==> src/rtl/alu_pkg.sv <==
// Shared definitions for the integer ALU cluster: optype encodings, widths
// and the per-ALU issue payload.
package alu_pkg;

  localparam int NUM_ALU = 3;
  localparam int TAG_W   = 6;
  localparam int DATA_W  = 32;
  localparam int OPT_W   = 4;

  localparam logic [OPT_W-1:0] OP_ADD = 4'd1;
  localparam logic [OPT_W-1:0] OP_SUB = 4'd2;
  localparam logic [OPT_W-1:0] OP_AND = 4'd3;
  localparam logic [OPT_W-1:0] OP_OR  = 4'd4;
  localparam logic [OPT_W-1:0] OP_XOR = 4'd5;
  localparam logic [OPT_W-1:0] OP_SLL = 4'd6;
  localparam logic [OPT_W-1:0] OP_SRL = 4'd7;
  localparam logic [OPT_W-1:0] OP_LW  = 4'd8;
  localparam logic [OPT_W-1:0] OP_SW  = 4'd9;

  typedef struct packed {
    logic [OPT_W-1:0]  optype;
    logic [DATA_W-1:0] sr1;
    logic [DATA_W-1:0] sr2;
    logic [DATA_W-1:0] imm;
    logic [TAG_W-1:0]  dr;
  } issue_t;

  // Lowest-numbered set bit of a free-ALU mask (caller guarantees non-zero).
  function automatic logic [1:0] lowest_free(input logic [NUM_ALU-1:0] m);
    if (m[0])      return 2'd0;
    else if (m[1]) return 2'd1;
    else           return 2'd2;
  endfunction

endpackage

==> src/rtl/alu_issue_scheduler_picker.sv <==
// rr_multi_picker: combinational multi-winner picker. Scans the valid vector
// starting at 'start' (wrapping) and hands each valid entry, in scan order,
// to the lowest still-free ALU until entries or free ALUs run out.
module rr_multi_picker
  import alu_pkg::*;
#(
  parameter int NUM_REQ = 8,
  localparam int IDX_W  = $clog2(NUM_REQ)
) (
  input  logic [NUM_REQ-1:0]                valid,
  input  logic [IDX_W-1:0]                  start,
  input  logic [NUM_ALU-1:0]                free_mask,
  output logic [NUM_ALU-1:0][NUM_REQ-1:0]   pick_oh,
  output logic [NUM_ALU-1:0]                pick_vld,
  output logic [NUM_ALU-1:0][IDX_W-1:0]     pick_idx,
  output logic [NUM_ALU-1:0][1:0]           pick_alu
);

  logic [NUM_ALU-1:0] free_left;
  logic [1:0]         n_pick;
  logic [IDX_W-1:0]   idx;
  logic [1:0]         alu_k;

  // Walk entries in priority order; each hit consumes the lowest free ALU.
  always_comb begin
    pick_oh   = '0;
    pick_vld  = '0;
    pick_idx  = '0;
    pick_alu  = '0;
    free_left = free_mask;
    n_pick    = 2'd0;
    idx       = '0;
    alu_k     = 2'd0;
    for (int off = 0; off < NUM_REQ; off++) begin
      idx = start + IDX_W'(off);
      if (valid[idx] && (free_left != '0)) begin
        alu_k            = lowest_free(free_left);
        pick_vld[n_pick] = 1'b1;
        pick_idx[n_pick] = idx;
        pick_oh[n_pick]  = NUM_REQ'(1) << idx;
        pick_alu[n_pick] = alu_k;
        free_left[alu_k] = 1'b0;
        n_pick           = n_pick + 2'd1;
      end
    end
  end

endmodule

==> src/rtl/alu_issue_scheduler.sv <==
// alu_issue_scheduler: issues up to three ready RS entries per cycle into the
// per-ALU issue registers. Build option ALU_ISSUE_RR_EN selects a round-robin
// scan start (rr_ptr); without it the scan is fixed priority from entry 0.
module alu_issue_scheduler
  import alu_pkg::*;
#(
  parameter int NUM_REQ = 8
) (
  input  logic                        clk,
  input  logic                        rstn,
  input  logic                        flush,
  input  logic [NUM_REQ-1:0]          req_valid,
  input  logic [OPT_W*NUM_REQ-1:0]    req_optype,
  input  logic [DATA_W*NUM_REQ-1:0]   req_sr1,
  input  logic [DATA_W*NUM_REQ-1:0]   req_sr2,
  input  logic [DATA_W*NUM_REQ-1:0]   req_imm,
  input  logic [TAG_W*NUM_REQ-1:0]    req_dr,
  output logic [NUM_REQ-1:0]          req_grant,
  input  logic [NUM_ALU-1:0]          alu_stall,
  output logic [NUM_ALU-1:0]          alu_number,
  output logic [OPT_W*NUM_ALU-1:0]    alu_optype,
  output logic [DATA_W*NUM_ALU-1:0]   alu_sr1,
  output logic [DATA_W*NUM_ALU-1:0]   alu_sr2,
  output logic [DATA_W*NUM_ALU-1:0]   alu_imm,
  output logic [TAG_W*NUM_ALU-1:0]    alu_dr,
  output logic [31:0]                 issue_cnt
);

  localparam int IDX_W = $clog2(NUM_REQ);

  logic [NUM_ALU-1:0]              alu_free;
  logic [NUM_ALU-1:0]              pick_free;
  logic [IDX_W-1:0]                scan_start;
  logic [NUM_ALU-1:0][NUM_REQ-1:0] pick_oh;
  logic [NUM_ALU-1:0]              pick_vld;
  logic [NUM_ALU-1:0][IDX_W-1:0]   pick_idx;
  logic [NUM_ALU-1:0][1:0]         pick_alu;
  logic [NUM_ALU-1:0]              alu_load;
  logic [NUM_ALU-1:0][IDX_W-1:0]   alu_src;
  logic [1:0]                      grant_cnt;
  issue_t [NUM_ALU-1:0]            next_pl;
  issue_t [NUM_ALU-1:0]            alu_pl;

  // A stalled ALU that still holds an op is the only non-free case.
  assign alu_free  = ~alu_stall | ~alu_number;
  // Flush and reset suppress every grant by offering no free ALU.
  assign pick_free = (flush || !rstn) ? '0 : alu_free;

`ifdef ALU_ISSUE_RR_EN
  logic [IDX_W-1:0] rr_ptr;
  logic [IDX_W-1:0] last_idx;

  // Last winner in scan order decides where the next scan starts.
  always_comb begin
    if (pick_vld[2])      last_idx = pick_idx[2];
    else if (pick_vld[1]) last_idx = pick_idx[1];
    else                  last_idx = pick_idx[0];
  end

  // Round-robin pointer: one past the last grant, cleared by flush.
  always_ff @(posedge clk or negedge rstn) begin
    if (!rstn)            rr_ptr <= '0;
    else if (flush)       rr_ptr <= '0;
    else if (pick_vld[0]) rr_ptr <= last_idx + IDX_W'(1);
  end

  assign scan_start = rr_ptr;
`else
  assign scan_start = '0;
`endif

  rr_multi_picker #(.NUM_REQ(NUM_REQ)) u_picker (
    .valid     (req_valid),
    .start     (scan_start),
    .free_mask (pick_free),
    .pick_oh   (pick_oh),
    .pick_vld  (pick_vld),
    .pick_idx  (pick_idx),
    .pick_alu  (pick_alu)
  );

  // Map picks back to per-ALU load enables and source entries; count grants.
  always_comb begin
    req_grant = '0;
    alu_load  = '0;
    alu_src   = '0;
    for (int p = 0; p < NUM_ALU; p++) begin
      req_grant = req_grant | pick_oh[p];
      if (pick_vld[p]) begin
        alu_load[pick_alu[p]] = 1'b1;
        alu_src[pick_alu[p]]  = pick_idx[p];
      end
    end
    grant_cnt = {1'b0, pick_vld[0]} + {1'b0, pick_vld[1]} + {1'b0, pick_vld[2]};
  end

  // Select each ALU's incoming payload from its assigned entry.
  always_comb begin
    next_pl = '0;
    for (int k = 0; k < NUM_ALU; k++) begin
      next_pl[k].optype = req_optype[OPT_W*alu_src[k] +: OPT_W];
      next_pl[k].sr1    = req_sr1[DATA_W*alu_src[k] +: DATA_W];
      next_pl[k].sr2    = req_sr2[DATA_W*alu_src[k] +: DATA_W];
      next_pl[k].imm    = req_imm[DATA_W*alu_src[k] +: DATA_W];
      next_pl[k].dr     = req_dr[TAG_W*alu_src[k] +: TAG_W];
    end
  end

  // Issue registers: load on assign, clear when free, hold when stalled; flush drops all.
  always_ff @(posedge clk or negedge rstn) begin
    if (!rstn) begin
      alu_number <= '0;
      alu_pl     <= '0;
      issue_cnt  <= '0;
    end else begin
      issue_cnt <= issue_cnt + 32'(grant_cnt);
      for (int k = 0; k < NUM_ALU; k++) begin
        if (flush) begin
          alu_number[k] <= 1'b0;
        end else if (alu_load[k]) begin
          alu_number[k] <= 1'b1;
          alu_pl[k]     <= next_pl[k];
        end else if (alu_free[k]) begin
          alu_number[k] <= 1'b0;
        end
      end
    end
  end

  // Flatten the issue registers onto the ALU-facing buses.
  always_comb begin
    alu_optype = '0;
    alu_sr1    = '0;
    alu_sr2    = '0;
    alu_imm    = '0;
    alu_dr     = '0;
    for (int k = 0; k < NUM_ALU; k++) begin
      alu_optype[OPT_W*k +: OPT_W]   = alu_pl[k].optype;
      alu_sr1[DATA_W*k +: DATA_W]    = alu_pl[k].sr1;
      alu_sr2[DATA_W*k +: DATA_W]    = alu_pl[k].sr2;
      alu_imm[DATA_W*k +: DATA_W]    = alu_pl[k].imm;
      alu_dr[TAG_W*k +: TAG_W]       = alu_pl[k].dr;
    end
  end

endmodule

==> config.mk <==
export PLATFORM = sky130hd
export DESIGN_NAME = alu_issue_scheduler
export DESIGN_NICKNAME = d
export VERILOG_FILES = /design/src/rtl/alu_pkg.sv /design/src/rtl/alu_issue_scheduler_picker.sv /design/src/rtl/alu_issue_scheduler.sv
export SDC_FILE = /design/constraint.sdc
export NUM_CORES = 2
export LEC_CHECK = 0
export ABC_AREA = 1
export CAP_MARGIN = 20
export CORE_AREA = 2 2 473 475
export DETAILED_ROUTE_END_ITERATION = 16
export DIE_AREA = 0 0 475 477
export DONT_BUFFER_PORTS = 1
export GPL_ROUTABILITY_DRIVEN = 1
export GPL_TIMING_DRIVEN = 0
export PLACE_DENSITY = 0.3
export SYNTH_ARGS = -nofsm -noshare
export SYNTH_HDL_FRONTEND = slang
export SYNTH_SLANG_ARGS = --single-unit
==> constraint.sdc <==
create_clock -name clk -period 7.82 [get_ports clk]
set_clock_uncertainty 0.1 [all_clocks]
set_input_delay 1.564 -clock clk [delete_from_list [all_inputs] [get_ports clk]]
set_output_delay 1.564 -clock clk [all_outputs]
set_load 0.05 [all_outputs]
== Word-level counts from Yosys, hierarchy flattened ==
Index checks and enable logic that the tools add are counted.
Storage, ports and cells
  flip-flop bits (word level): 353
  word-level logic and storage cells: 364
  output and inout port bits: 361
Operators by class
  $add $sub $neg: 9
  $lt $le $gt $ge: 34
  shift operators: 15
  multiply operators: 3
  mux-type cells: 176
  reduce and logical (&&, ||, !) cells: 41
  bitwise gates (word level): 67
Operator list (count)
  indexed part select 256 x 9 -> 32 bit: 9
  two-way mux 24 bit: 7
  NOT 21 bit: 7
  indexed part select 48 x 7 -> 6 bit: 3
  bitwise AND 21 bit: 6
  demux 8 bit (select 2 bit): 7
  indexed part select 32 x 6 -> 4 bit: 3
  two-way mux 3 bit: 28
  two-way mux 9 bit: 9
  two-way mux 2 bit: 38
  demux 3 bit (select 2 bit): 10
  two-way mux 8 bit: 7
  bitwise OR 3 bit: 17
  < comparator 2 x 3 -> 1 bit (second input constant): 16
  bitwise mux 6 bit: 7
  two-way mux 6 bit: 7
  NOT 3 bit: 12
  demux 1 bit (select 2 bit): 17
  nonzero test 3 bit: 11
  adder 32 x 2 -> 32 bit: 1
  >= comparator 2 x 1 -> 1 bit (second input constant): 16
  bitwise AND 3 bit: 10
  two-way mux 1 bit: 29
  demux 2 bit (select 2 bit): 7
  23 further kinds: 61

== Depth between registers and ports, before layout ==
  word-level depth: 90
  mapped depth: 49
  mapped depth without buffers: 49

== By module ==
From an unflattened synthesis, not the netlist that was laid out.
Unflattened totals
  cells, all modules: 8374
  area, all modules: 45561.2 um2
Modules (own cells, without submodules)
  alu_issue_scheduler: area each 41170.7 um2, times used 1, cells each 7533
  rr_multi_picker: area each 4390.5 um2, times used 1, cells each 841

== Worst setup path before layout ==
Ideal clock, no wire load.
  path type: input to output
  start point: input port alu_stall[0]
  end point: output port req_grant[2]
  data arrival time: 6.943 ns
  stages: 27
  path slack: -0.787 ns
  required time: 6.156 ns
  cells stage by stage: nand2_1 > nand3_1 > nand3_1 > nand2_1 > nand2_2 > nand3_2 > nand2_2 > nand3_1 > nand2_2 > fa_1 > ha_1 > nand2_1 > nand2_2 > inv_1 > ha_1 > nand2_1 > nand2_2 > inv_1 > ha_1 > nand3b_1 > nand2_1 > ha_1 > nand3_1 > nand2_2 > nand3_4 > nand3_1 > o311ai_0
On the way
  word-level cells in the longest chain between the ends: 77
Ends and longest elaborated chain
  start, declared: line alu_issue_scheduler.sv:19  | input logic [NUM_ALU-1:0] alu_stall,
  NOT 3 bit (*): line alu_issue_scheduler.sv:45  | assign alu_free = ~alu_stall | ~alu_number;
  bitwise OR 3 bit (*): line alu_issue_scheduler.sv:45
  two-way mux 3 bit (*): line alu_issue_scheduler.sv:47  | assign pick_free = (flush || !rstn) ? '0 : alu_free;
  two-way mux 2 bit: line alu_pkg.sv:30  | if (m[0]) return 2'd0;
  two-way mux 2 bit: line alu_issue_scheduler_picker.sv:36  | if (valid[idx] && (free_left != '0)) begin
  < comparator 2 x 3 -> 1 bit (implied by the code) or >= comparator 2 x 1 -> 1 bit (tied branches): line alu_issue_scheduler_picker.sv:42  | free_left[alu_k] = 1'b0;
  logical AND 1 bit (implied by the code): line alu_issue_scheduler_picker.sv:42
  two-way mux 1 bit (implied by the code): line alu_issue_scheduler_picker.sv:42
  (+61 left out)
  NOT 3 bit (no source line)
  bitwise AND 3 bit (no source line)
  two-way mux 3 bit: line alu_issue_scheduler_picker.sv:36
  nonzero test 3 bit: line alu_issue_scheduler_picker.sv:36
  logical AND 1 bit: line alu_issue_scheduler_picker.sv:36
  two-way mux 24 bit (*): line alu_issue_scheduler_picker.sv:36
  bitwise OR 8 bit: line alu_issue_scheduler.sv:88  | req_grant = req_grant | pick_oh[p];
  bitwise OR 8 bit (*): line alu_issue_scheduler.sv:88
  end, declared: line alu_issue_scheduler.sv:18  | output logic [NUM_REQ-1:0] req_grant,
Every way passes the cells marked *; elsewhere a longest branch is shown, timed or not. The select of a mux whose other input is x is not followed.

== Final worst setup path ==
  start point: input port rstn
  end point: register issue_cnt[26]
On the way
  word-level cells in the longest chain between the ends: 79
Ends and longest elaborated chain
  start, declared: line alu_issue_scheduler.sv:10  | input logic rstn,
  zero test 1 bit (no source line) (*)
  logical OR 1 bit (*): line alu_issue_scheduler.sv:47
  two-way mux 3 bit (*): line alu_issue_scheduler.sv:47
  two-way mux 2 bit: line alu_pkg.sv:31  | else if (m[1]) return 2'd1;
  two-way mux 2 bit: line alu_pkg.sv:30
  two-way mux 2 bit: line alu_issue_scheduler_picker.sv:36
  < comparator 2 x 3 -> 1 bit (implied by the code) or >= comparator 2 x 1 -> 1 bit (tied branches): line alu_issue_scheduler_picker.sv:42
  logical AND 1 bit (implied by the code): line alu_issue_scheduler_picker.sv:42
  (+63 left out)
  bitwise AND 3 bit (no source line)
  two-way mux 3 bit: line alu_issue_scheduler_picker.sv:36
  nonzero test 3 bit: line alu_issue_scheduler_picker.sv:36
  logical AND 1 bit: line alu_issue_scheduler_picker.sv:36
  two-way mux 3 bit (*): line alu_issue_scheduler_picker.sv:36
  adder 1 x 1 -> 2 bit: line alu_issue_scheduler.sv:94  | grant_cnt = {1'b0, pick_vld[0]} + {1'b0, pick_vld[1]} + {1'b0, pick_vld[2]};
  adder 2 x 1 -> 2 bit (*): line alu_issue_scheduler.sv:94
  adder 32 x 2 -> 32 bit (*): line alu_issue_scheduler.sv:116  | issue_cnt <= issue_cnt + 32'(grant_cnt);
  end signal, assigned: line alu_issue_scheduler.sv:116
  end, declared: line alu_issue_scheduler.sv:26  | output logic [31:0] issue_cnt
Marks and branches as above.
A chain may end at the register's enable or synchronous reset.

==> impl_metrics.py <==
metrics = {
    "critical_path": {
        "path_common_cell": "ha_4",
        "critPathArrivalTime_ps": 11740,
        "r2r_setup_slack_ps": -80,
        "timing.rr.start": "alu_number[0]",
        "rr_endpoint": "issue_cnt[26]",
        "cpMaxStageDelayCell": "nand3_4",
        "critPathKind": "input port to flop",
        "cp.required_ps": 8250,
        "r2r_cells": 47,
        "startpoint_type": "input port",
        "end_kind": "flop",
        "cpPeakStageDelay_ps": 1270,
        "cp_max_fo": 356,
    },
    "sta": {
        "post-route-period-util_pct": 145,
        "setup-violations-final": 361,
        "drv_slew": 303,
        "rsz0062_at_grt": "true",
        "whs_ps": 449,
        "period_needed_ps": 11310,
        "fin_ws_ps": -3490,
        "max_freq_ghz": 0.0885,
        "worst_slew_pin_slew_ps": 4740,
        "slew_headroom_pct": -216,
        "finalHoldViolations": 0,
    },
    "logic_synthesis": {
        "synth_edf_count": 0,
        "yosys_warnings": 0,
        "synth-seq-cells": 353,
        "yosys.area.top_type_share_pct": 41.4,
        "ys_dominant_reg_cell": "dfrtp_1",
        "synth_cells": 7829,
        "syn_nets": 8713,
        "ys_async_sr_fraction_pct": 100,
        "synth_area_leaders": "nand3_1, dfrtp_1, nand2_1",
        "ys_types": 47,
        "yosysTopAreaCell": "nand3_1",
        "syn-cell-area_sq_mm": 0.0430,
        "yosysSeqAreaShare_pct": 20.5,
        "syn-mean-instance-area_sq_um": 5.50,
    },
    "cts": {
        "cts_buffers": 48,
        "clkLatencyLatePin_ps": 700,
        "cts_root_buf": "clkbuf_16",
        "clockBufferDepth": 3,
        "clk_pin_slew_ps": 70,
        "cts_sinks": 353,
        "cts_tree": "built",
        "cts.htree.levels": 2,
    },
    "flow_run": {
        "maxCapViolCount": 0,
    },
    "power": {
        "worst_ir_drop_vdd_v": 0.000210,
        "leakagePower_nw": 26.3,
        "power.density_mw_per_mm2": 300,
    },
    "detailed_routing": {
        "wl_met1_mm": 161,
        "first_iter_violations": 8785,
        "avgViaCountPerCell": 5.59,
        "routed_wl_mm": 435,
        "wl_met3_mm": 49.6,
        "top_layer": "met5",
        "met2_wirelength_mm": 195,
        "route.detailed.wl_per_inst_um": 39.1,
        "vias": 62099,
        "drc": 0,
        "first_pass_iters": 8,
        "ant_nets": 0,
    },
    "outcome": {
        "violations": "max-slew violations, negative setup slack",
        "status": "complete, but fails checks",
    },
    "floorplan": {
        "rows": 173,
        "start_util_pct": 19.4,
        "ios": 1223,
        "die_w_um": 475,
        "coreArea_sq_mm": 0.221,
        "dieArea_sq_mm": 0.227,
        "die_y_um": 477,
    },
    "placed_design": {
        "portBuffers": 0,
        "hpwl_mm": 334,
        "dpl_worst_slack_ps": -2320,
        "gp_congestion": 0.966,
        "placed_cells": 10817,
    },
    "global_route": {
        "globalRouteOverflowTotal": 0,
        "grt_pass1_wl_mm": 562,
        "track_usage_pct": 36.5,
        "grt_max_degree": 357,
        "grt_pass1_vias": 57717,
        "antenna_found_initial": 223,
    },
    "layout": {
        "stdcell_count": 11117,
        "layout_commonest_cell": "nand3_1",
        "synthToLayoutAreaGrowth_pct": 17.3,
        "n_fill_cell": 25921,
        "final_cell_mix": "nand3_1, nand2_1, inv_1",
        "drive_gt1_share_pct": 10.7,
        "fin_nets": 8845,
    },
    "min_path": {
        "hp-class": "input port to asynchronous set/reset pin",
    },
}
worst max-delay path by stage:
stage	from	to	slack, ps
detailed placement	rstn	issue_cnt[28]	-2320
floorplan	rstn	issue_cnt[28]	-400
global route	rstn	issue_cnt[26]	-700
global placement	rstn	alu_optype[9]	-2830
CTS	rstn	issue_cnt[28]	-250
finish	rstn	issue_cnt[26]	-3490
cell type report:
cell class / instances / area (sq um) / area share, %
clock buffers: 65 / 1400 / 2.77
clock inverters: 24 / 292 / 0.578
inverters: 955 / 3620 / 7.18
flip-flops and latches: 353 / 8830 / 17.5
repair buffers: 82 / 836 / 1.66
multi-input cells: 5829 / 27700 / 54.9
plain buffers: 692 / 3680 / 7.30
diodes: 142 / 355 / 0.704
well taps: 2975 / 3720 / 7.38
worst max-delay path: cells and delay by family:
family                   cells  cell delay, ps
AND/OR/NAND/NOR             25            4340
adder cells (fa/ha/maj)      8            2000
buffers and inverters       10            1110
AO/OA/AOI/OAI                2             290
XOR/XNOR                     1             110
flip-flops by register name (all words and copies together), names as in the netlist:
| signal | flops |
|---|---|
| issue_cnt | 32 |
| alu_imm | 96 |
| alu_dr | 18 |
| alu_sr1 | 96 |
| alu_sr2 | 96 |
| alu_number | 3 |
| alu_optype | 12 |
Yosys cell counts (7+ instances only):
master,n
a21oi_1,9
buf_1,59
buf_2,401
buf_4,76
buf_6,8
clkbuf_1,148
dfrtp_1,353
ha_1,19
inv_1,931
inv_2,22
nand2_1,2046
nand2_2,24
nand3_1,3560
nand3_2,8
nand4_1,12
nor2_1,39
nor3_1,7
o21ai_0,20
xor2_1,24
where the power goes:
part | leakage (nW) | switching, mW | internal (mW)
combinational | 21.1 | 4.42 | 1.56
clock | 0.820 | 1.07 | 1.42
sequential | 4.35 | 4.04 | 2.60
total | 26.3 | 9.54 | 5.58
cell families (layout without fill, tap and decap cells):
logic type      Yosys count  in the layout  synth area share (%)
buf+inv                1647           1818                  16.3
compound gates           63             63                 0.995
simple gates           5713           5713                  60.8
fa+ha+maj                22             22                 0.692
other cells               0            142                     0
xor+xnor                 31             31                 0.666
flops                   353            353                  20.5
metrics by stage:
stage / cell area [sq um] / util [%] / power [mW] / TNS (ps)
floorplan: 43100 / - / 9.29 / -1140
global placement: 46900 / 21.2 / 12.3 / -716290
detailed placement: 47200 / 21.3 / 12.4 / -411240
CTS: 49600 / 22.4 / 15.0 / -1420
global route: 50300 / 22.7 / 15.7 / -5900
finish: 50500 / 22.8 / 15.1 / -1032470
timing repair:
| action | 4_1_cts | 5_1_grt |
|---|---|---|
| buffers inserted | 61 | 23 |
| setup endpoints to repair | 344 | 340 |
| pin swaps | 42 | 33 |
| hold buffers | 0 | 0 |
| resized for setup | 100 | 152 |
routing by layer:
layer  GRT usage (%)  up-vias
li1                -    26146
met1            42.9    30387
met2            57.1     4487
met3            12.5      943
met4            22.0      136
met5               0        -
No activity file was read; power rests on OpenSTA's default activity.
